`config.mk`:
```
export PLATFORM = sky130hd
export DESIGN_NAME = pt_frame_loader
export DESIGN_NICKNAME = d
export VERILOG_FILES = /design/src/rtl/pt_frame_loader.sv
export SDC_FILE = /design/constraint.sdc
export NUM_CORES = 1
export LEC_CHECK = 0
export CORE_MARGIN = 5
export CORE_UTILIZATION = 55
export DETAILED_ROUTE_END_ITERATION = 10
export GPL_TIMING_DRIVEN = 1
export PLACE_DENSITY = 0.87
export SLEW_MARGIN = 20
export SYNTH_ARGS = -nofsm -noshare
export SYNTH_HDL_FRONTEND = slang
export SYNTH_SLANG_ARGS = --single-unit
export TNS_END_PERCENT = 1
```
`constraint.sdc`:
```
create_clock -name clk_i -period 2.2 [get_ports clk_i]
set_clock_uncertainty 0.2 [all_clocks]
set_input_delay 0.22 -clock clk_i [delete_from_list [all_inputs] [get_ports clk_i]]
set_output_delay 0.22 -clock clk_i [all_outputs]
set_load 0.1 [all_outputs]
```
`src/rtl/pt_frame_loader.sv`:
```
// pt_frame_loader: assembles three UART bytes into a 24-bit PT2262 code word.
// Each byte is one third of the word, and each two-bit pair is one code bit.
// The block rejects words that contain the reserved pair 11.
// An accepted word is loaded into the encoder REPEATS times back-to-back.
// A partial word is dropped if the next byte takes too long to arrive.
module pt_frame_loader #(
    parameter int REPEATS     = 4,
    parameter int TIMEOUT_CYC = 1000000,
    parameter int TO_W        = 20
) (
    input  logic        clk_i,
    input  logic        rst_i,
    input  logic        rx_valid_i,
    input  logic [7:0]  rx_data_i,
    input  logic        enc_done_i,
    output logic        enc_ld_o,
    output logic [23:0] enc_ad_o,
    output logic        busy_o,
    output logic        word_done_o,
    output logic        frame_err_o,
    output logic        overrun_o
);

    typedef enum logic [1:0] {
        COLLECT,
        ARM,
        SETTLE,
        SEND
    } state_e;

    localparam logic [TO_W-1:0] TO_LAST = TO_W'(TIMEOUT_CYC - 1);

    state_e          state_q;
    logic [1:0]      byte_cnt_q;
    logic [7:0]      rep_cnt_q;
    logic [TO_W-1:0] to_cnt_q;
    logic [15:0]     word_q;
    logic            enc_ld_q;
    logic [23:0]     enc_ad_q;
    logic            busy_q;
    logic            word_done_q;
    logic            frame_err_q;
    logic            overrun_q;

    logic [23:0]     word_d;
    logic            pair_bad_d;
    logic [8:0]      rep_next_d;
    logic            last_rep_d;

    // The candidate word is the two held bytes plus the incoming byte; flag any reserved 11 pair and the final repeat.
    always_comb begin
        word_d     = {word_q, rx_data_i};
        pair_bad_d = 1'b0;
        for (int i = 0; i < 12; i++) begin
            pair_bad_d = pair_bad_d | (word_d[2*i+1] & word_d[2*i]);
        end
        rep_next_d = {1'b0, rep_cnt_q} + 9'd1;
        last_rep_d = (rep_next_d >= 9'(REPEATS));
    end

    // Controller FSM: byte assembly, inter-byte timeout, and the load/settle/send handshake with the encoder.
    always_ff @(posedge clk_i) begin
        if (rst_i) begin
            state_q     <= COLLECT;
            byte_cnt_q  <= 2'd0;
            rep_cnt_q   <= 8'd0;
            to_cnt_q    <= '0;
            word_q      <= 16'd0;
            enc_ld_q    <= 1'b0;
            enc_ad_q    <= 24'd0;
            busy_q      <= 1'b0;
            word_done_q <= 1'b0;
            frame_err_q <= 1'b0;
            overrun_q   <= 1'b0;
        end else begin
            enc_ld_q    <= 1'b0;
            word_done_q <= 1'b0;
            frame_err_q <= 1'b0;
            overrun_q   <= rx_valid_i && (state_q != COLLECT);

            case (state_q)
                COLLECT: begin
                    if (rx_valid_i) begin
                        to_cnt_q <= '0;
                        case (byte_cnt_q)
                            2'd0: begin
                                word_q[15:8] <= rx_data_i;
                                byte_cnt_q   <= 2'd1;
                            end
                            2'd1: begin
                                word_q[7:0] <= rx_data_i;
                                byte_cnt_q  <= 2'd2;
                            end
                            default: begin
                                byte_cnt_q <= 2'd0;
                                if (pair_bad_d) begin
                                    frame_err_q <= 1'b1;
                                end else begin
                                    enc_ad_q  <= word_d;
                                    busy_q    <= 1'b1;
                                    rep_cnt_q <= 8'd0;
                                    if (enc_done_i) begin
                                        enc_ld_q <= 1'b1;
                                        state_q  <= SETTLE;
                                    end else begin
                                        state_q <= ARM;
                                    end
                                end
                            end
                        endcase
                    end else if (byte_cnt_q != 2'd0) begin
                        if (to_cnt_q == TO_LAST) begin
                            byte_cnt_q <= 2'd0;
                            to_cnt_q   <= '0;
                        end else begin
                            to_cnt_q <= to_cnt_q + 1'b1;
                        end
                    end else begin
                        to_cnt_q <= '0;
                    end
                end

                ARM: begin
                    if (enc_done_i) begin
                        enc_ld_q <= 1'b1;
                        state_q  <= SETTLE;
                    end
                end

                SETTLE: begin
                    if (!enc_done_i) begin
                        state_q <= SEND;
                    end
                end

                SEND: begin
                    if (enc_done_i) begin
                        rep_cnt_q <= rep_next_d[7:0];
                        if (last_rep_d) begin
                            word_done_q <= 1'b1;
                            busy_q      <= 1'b0;
                            state_q     <= COLLECT;
                        end else begin
                            enc_ld_q <= 1'b1;
                            state_q  <= SETTLE;
                        end
                    end
                end

                default: begin
                    state_q <= COLLECT;
                end
            endcase
        end
    end

    assign enc_ld_o    = enc_ld_q;
    assign enc_ad_o    = enc_ad_q;
    assign busy_o      = busy_q;
    assign word_done_o = word_done_q;
    assign frame_err_o = frame_err_q;
    assign overrun_o   = overrun_q;

endmodule

```
==> flow_metrics.py <==
metrics = {
    "logic_synthesis": {
        "synthTopCellsByArea": "dfxtp_1, mux2i_1, nor2_1, nand2_1, xor2_1",
        "netlist_instances": 352,
        "synth_commonest_cells": "dfxtp_1, nor2_1, mux2i_1",
        "synth_nets": 366,
        "synth_most_common_cell": "dfxtp_1",
        "synthFlopType": "dfxtp_1",
        "netlist_area_um2": 3320,
        "synth_edf_count": 0,
        "async_flop_share_pct": 0,
        "synth_cell_types": 49,
        "ys_ff_latch": 77,
        "synth.largest_area_cell": "dfxtp_1",
        "syn_avg_cell_area_um2": 9.44,
        "synth_top_area_share_pct": 46.4,
        "yosysSeqAreaShare_pct": 46.4,
        "yosysWarnings": 0,
    },
    "sta": {
        "finalHoldViolCount": 0,
        "max_slew_margin_pct": 68.7,
        "timing.fmax_mhz": 493,
        "worstMarginPinSlew_ns": 0.466,
        "fin_crit_ns": 2.03,
        "finalSetupViolCount": 0,
        "slew_viol_final": 0,
        "rsz0062_at_grt": "no",
        "timing.final.crit_share_pct": 92.2,
        "fin_ws_ns": 0.171,
    },
    "detailed_routing": {
        "ant_nets": 0,
        "drt_iter0_markers": 140,
        "drc": 0,
        "routed_via_density": 5.54,
        "vias": 2715,
        "wirelength_um": 7430,
        "wl_per_cell_um": 15.2,
        "dr.pass1.iters": 4,
    },
    "die": {
        "die_y_um": 87.7,
        "rows": 28,
        "fp.coreArea_um2": 5890,
        "io_pins": 41,
        "dieArea_um2": 7700,
        "die_w_um": 87.7,
        "initial_utilization_pct": 56.5,
    },
    "power": {
        "leakage_uw": 0.00169,
        "vdd_drop_max_mv": 0.477,
        "power_density_nw_per_um2": 677,
    },
    "critical_path": {
        "r2r_start": "word_q[12]",
        "cp-start-kind": "register",
        "cp-endpoint": "enc_ad_o[14]",
        "ff2ff_path_depth": 7,
        "path_class": "register to register",
        "critPathLaunch": "word_q[12]",
        "r2r-end": "enc_ad_o[14]",
        "critical_path_required_ns": 2.23,
        "critical_path_arrival_ns": 2.06,
        "rrSetupSlack_ns": 0.17,
        "end_kind": "register",
        "crit_fanout": 12,
    },
    "place": {
        "placed_cells": 473,
        "hpwl_um": 5290,
        "place_congestion": 0.851,
        "port_buffers": 40,
        "pre_cts_slack_ns": -0.0894,
    },
    "cells_and_area": {
        "antenna_cells": 0,
        "syn_to_final_growth_pct": 20.6,
        "nets": 424,
        "layout.cells.non_filler": 490,
        "drive_above_1_share_pct": 19.5,
    },
    "clocking": {
        "clock_latency_ns": 0.35,
        "h-tree-depth": 3,
        "clkTransAtPathRegs_ns": 0.09,
        "cts_tree": "built",
        "cts_resized": 0,
        "clockRootBuffer": "clkbuf_8",
        "numCtsBuffers": 9,
        "post-cts-setup-buffer-count": 0,
        "max-clock-path-buffers": 2,
        "clock_sinks": 77,
    },
    "global_routing": {
        "grt_first_pass_wirelength_um": 12700,
        "grt_pass1_vias": 2753,
        "grt_usage_pct": 21.3,
        "antenna_found_initial": 0,
        "overflow": 0,
        "grt_max_degree": 41,
    },
    "hold_path": {
        "hp-class": "register to register",
        "hp-start": "rep_cnt_q[7]",
    },
    "run_status": {
        "status": "finished clean",
    },
    "job": {
        "cap_violations": 0,
    },
}
==> cells by family after synthesis <==
logic type | count (synthesis) | synth area share [%]
AND/OR/NAND/NOR | 159 | 24.7
flip-flops | 77 | 46.4
multiplexers | 42 | 12.7
AO/OA/AOI/OAI | 35 | 6.85
buffers and inverters | 20 | 4.18
XOR/XNOR | 17 | 4.48
adder cells (fa/ha/maj) | 2 | 0.753
==> flip-flops by register name (all words and copies together), names as in the netlist <==
register     count
overrun_o        1
word_done_o      1
enc_ad_o        24
enc_ld_o         1
rep_cnt_q        8
busy_o           1
word_q          16
state_q          2
frame_err_o      1
to_cnt_q        20
byte_cnt_q       2
==> critical path: stages, from the launching register on <==
cell	delay [ns]
dfxtp_1	0.34
a22oi_1	0.31
buf_4	0.18
and3_4	0.19
and3_4	0.23
buf_12	0.16
mux2i_1	0.22
nor2_1	0.08
==> cell usage in the layout (no fill, tap or decap), drive strengths merged, types with 2 or more instances in the layout <==
master         synthesis  layout
xnor2                  7       7
a21oi                 12      12
ha                     2       2
nor4                   5       5
clkbuf                 7      10
inv                    3       5
nor2                  66      66
nor3                   7       7
and3                   7       7
dfxtp                 77      77
and4                   4       4
nor4bb                 2       2
xor2                  10      10
clkinvlp               0       2
mux2i                 42      42
a22oi                  2       2
buf                   10      53
nand2                 30      30
o21ai                  7       7
clkdlybuf4s50          0      10
nand4                  7       7
or2                    4       4
nand3                 16      16
a41oi                  2       2
a31o                   2       2
nand2b                 4       4
o2111ai                2       2
==> layout make-up <==
type / instances / area (µm²)
inverter: 3 / 11.3
timing repair buffer: 64 / 518
sequential: 77 / 1540
multi-input combinational: 255 / 1640
clock inverter: 6 / 71.3
tap: 75 / 93.8
clock buffer: 10 / 128
fill: 467 / 1880
==> timing repair <==
action                                 in CTS  in global routing
hold buffers                                1                  0
setup endpoints to repair                   0                  0
endpoints found under the hold margin       3                  0
==> per-stage QoR <==
| stage | util (%) | TNS, ns | area [µm²] | total power [µW] | hold slack (ns) |
|---|---|---|---|---|---|
| after floorplan | - | 0 | 3320 | 1580 | 0.0924 |
| final | 68.1 | 0 | 4010 | 2710 | 0.279 |
| after global routing | 68.1 | 0 | 4010 | 2820 | 0.329 |
| after global placement | 64.5 | -0.0186 | 3800 | 1650 | 0.255 |
| after CTS | 68.1 | 0 | 4010 | 2740 | 0.281 |
| after detailed placement | 64.5 | -1.67 | 3800 | 1650 | 0.270 |
==> metal layers <==
metal / vias to the layer above / wire, µm / part of all wire, % / GRT usage [%]
met1: 1294 / 3260 / 44 / 25.0
met3: 13 / 340 / 4.6 / 4.89
met5: - / 0 / 0 / 0
met2: 55 / 3710 / 50 / 35.7
li1: 1353 / - / - / -
met4: 0 / 126 / 1.7 / 11.9
==> power by group <==
part | internal [µW] | leakage (µW) | total (µW) | switching [µW]
logic | 82.1 | 0.000972 | 188 | 106
registers | 1420 | 0.000622 | 1440 | 19.8
clock network | 534 | 0.0000935 | 1090 | 556
==> worst min path at each step <==
| stage | to | slack, ns | cells past startpoint |
|---|---|---|---|
| 3_5_place_dp | rep_cnt_q[7] | 0.27 | 2 |
| 6_report | rep_cnt_q[7] | 0.28 | 2 |
| 5_1_grt | enc_ad_o[11] | 0.33 | 2 |
| 2_1_floorplan | state_q[0] | 0.09 | 1 |
| 4_1_cts | rep_cnt_q[7] | 0.28 | 2 |
| 3_3_place_gp | rep_cnt_q[7] | 0.26 | 2 |
(Power assumes the default switching activity.)
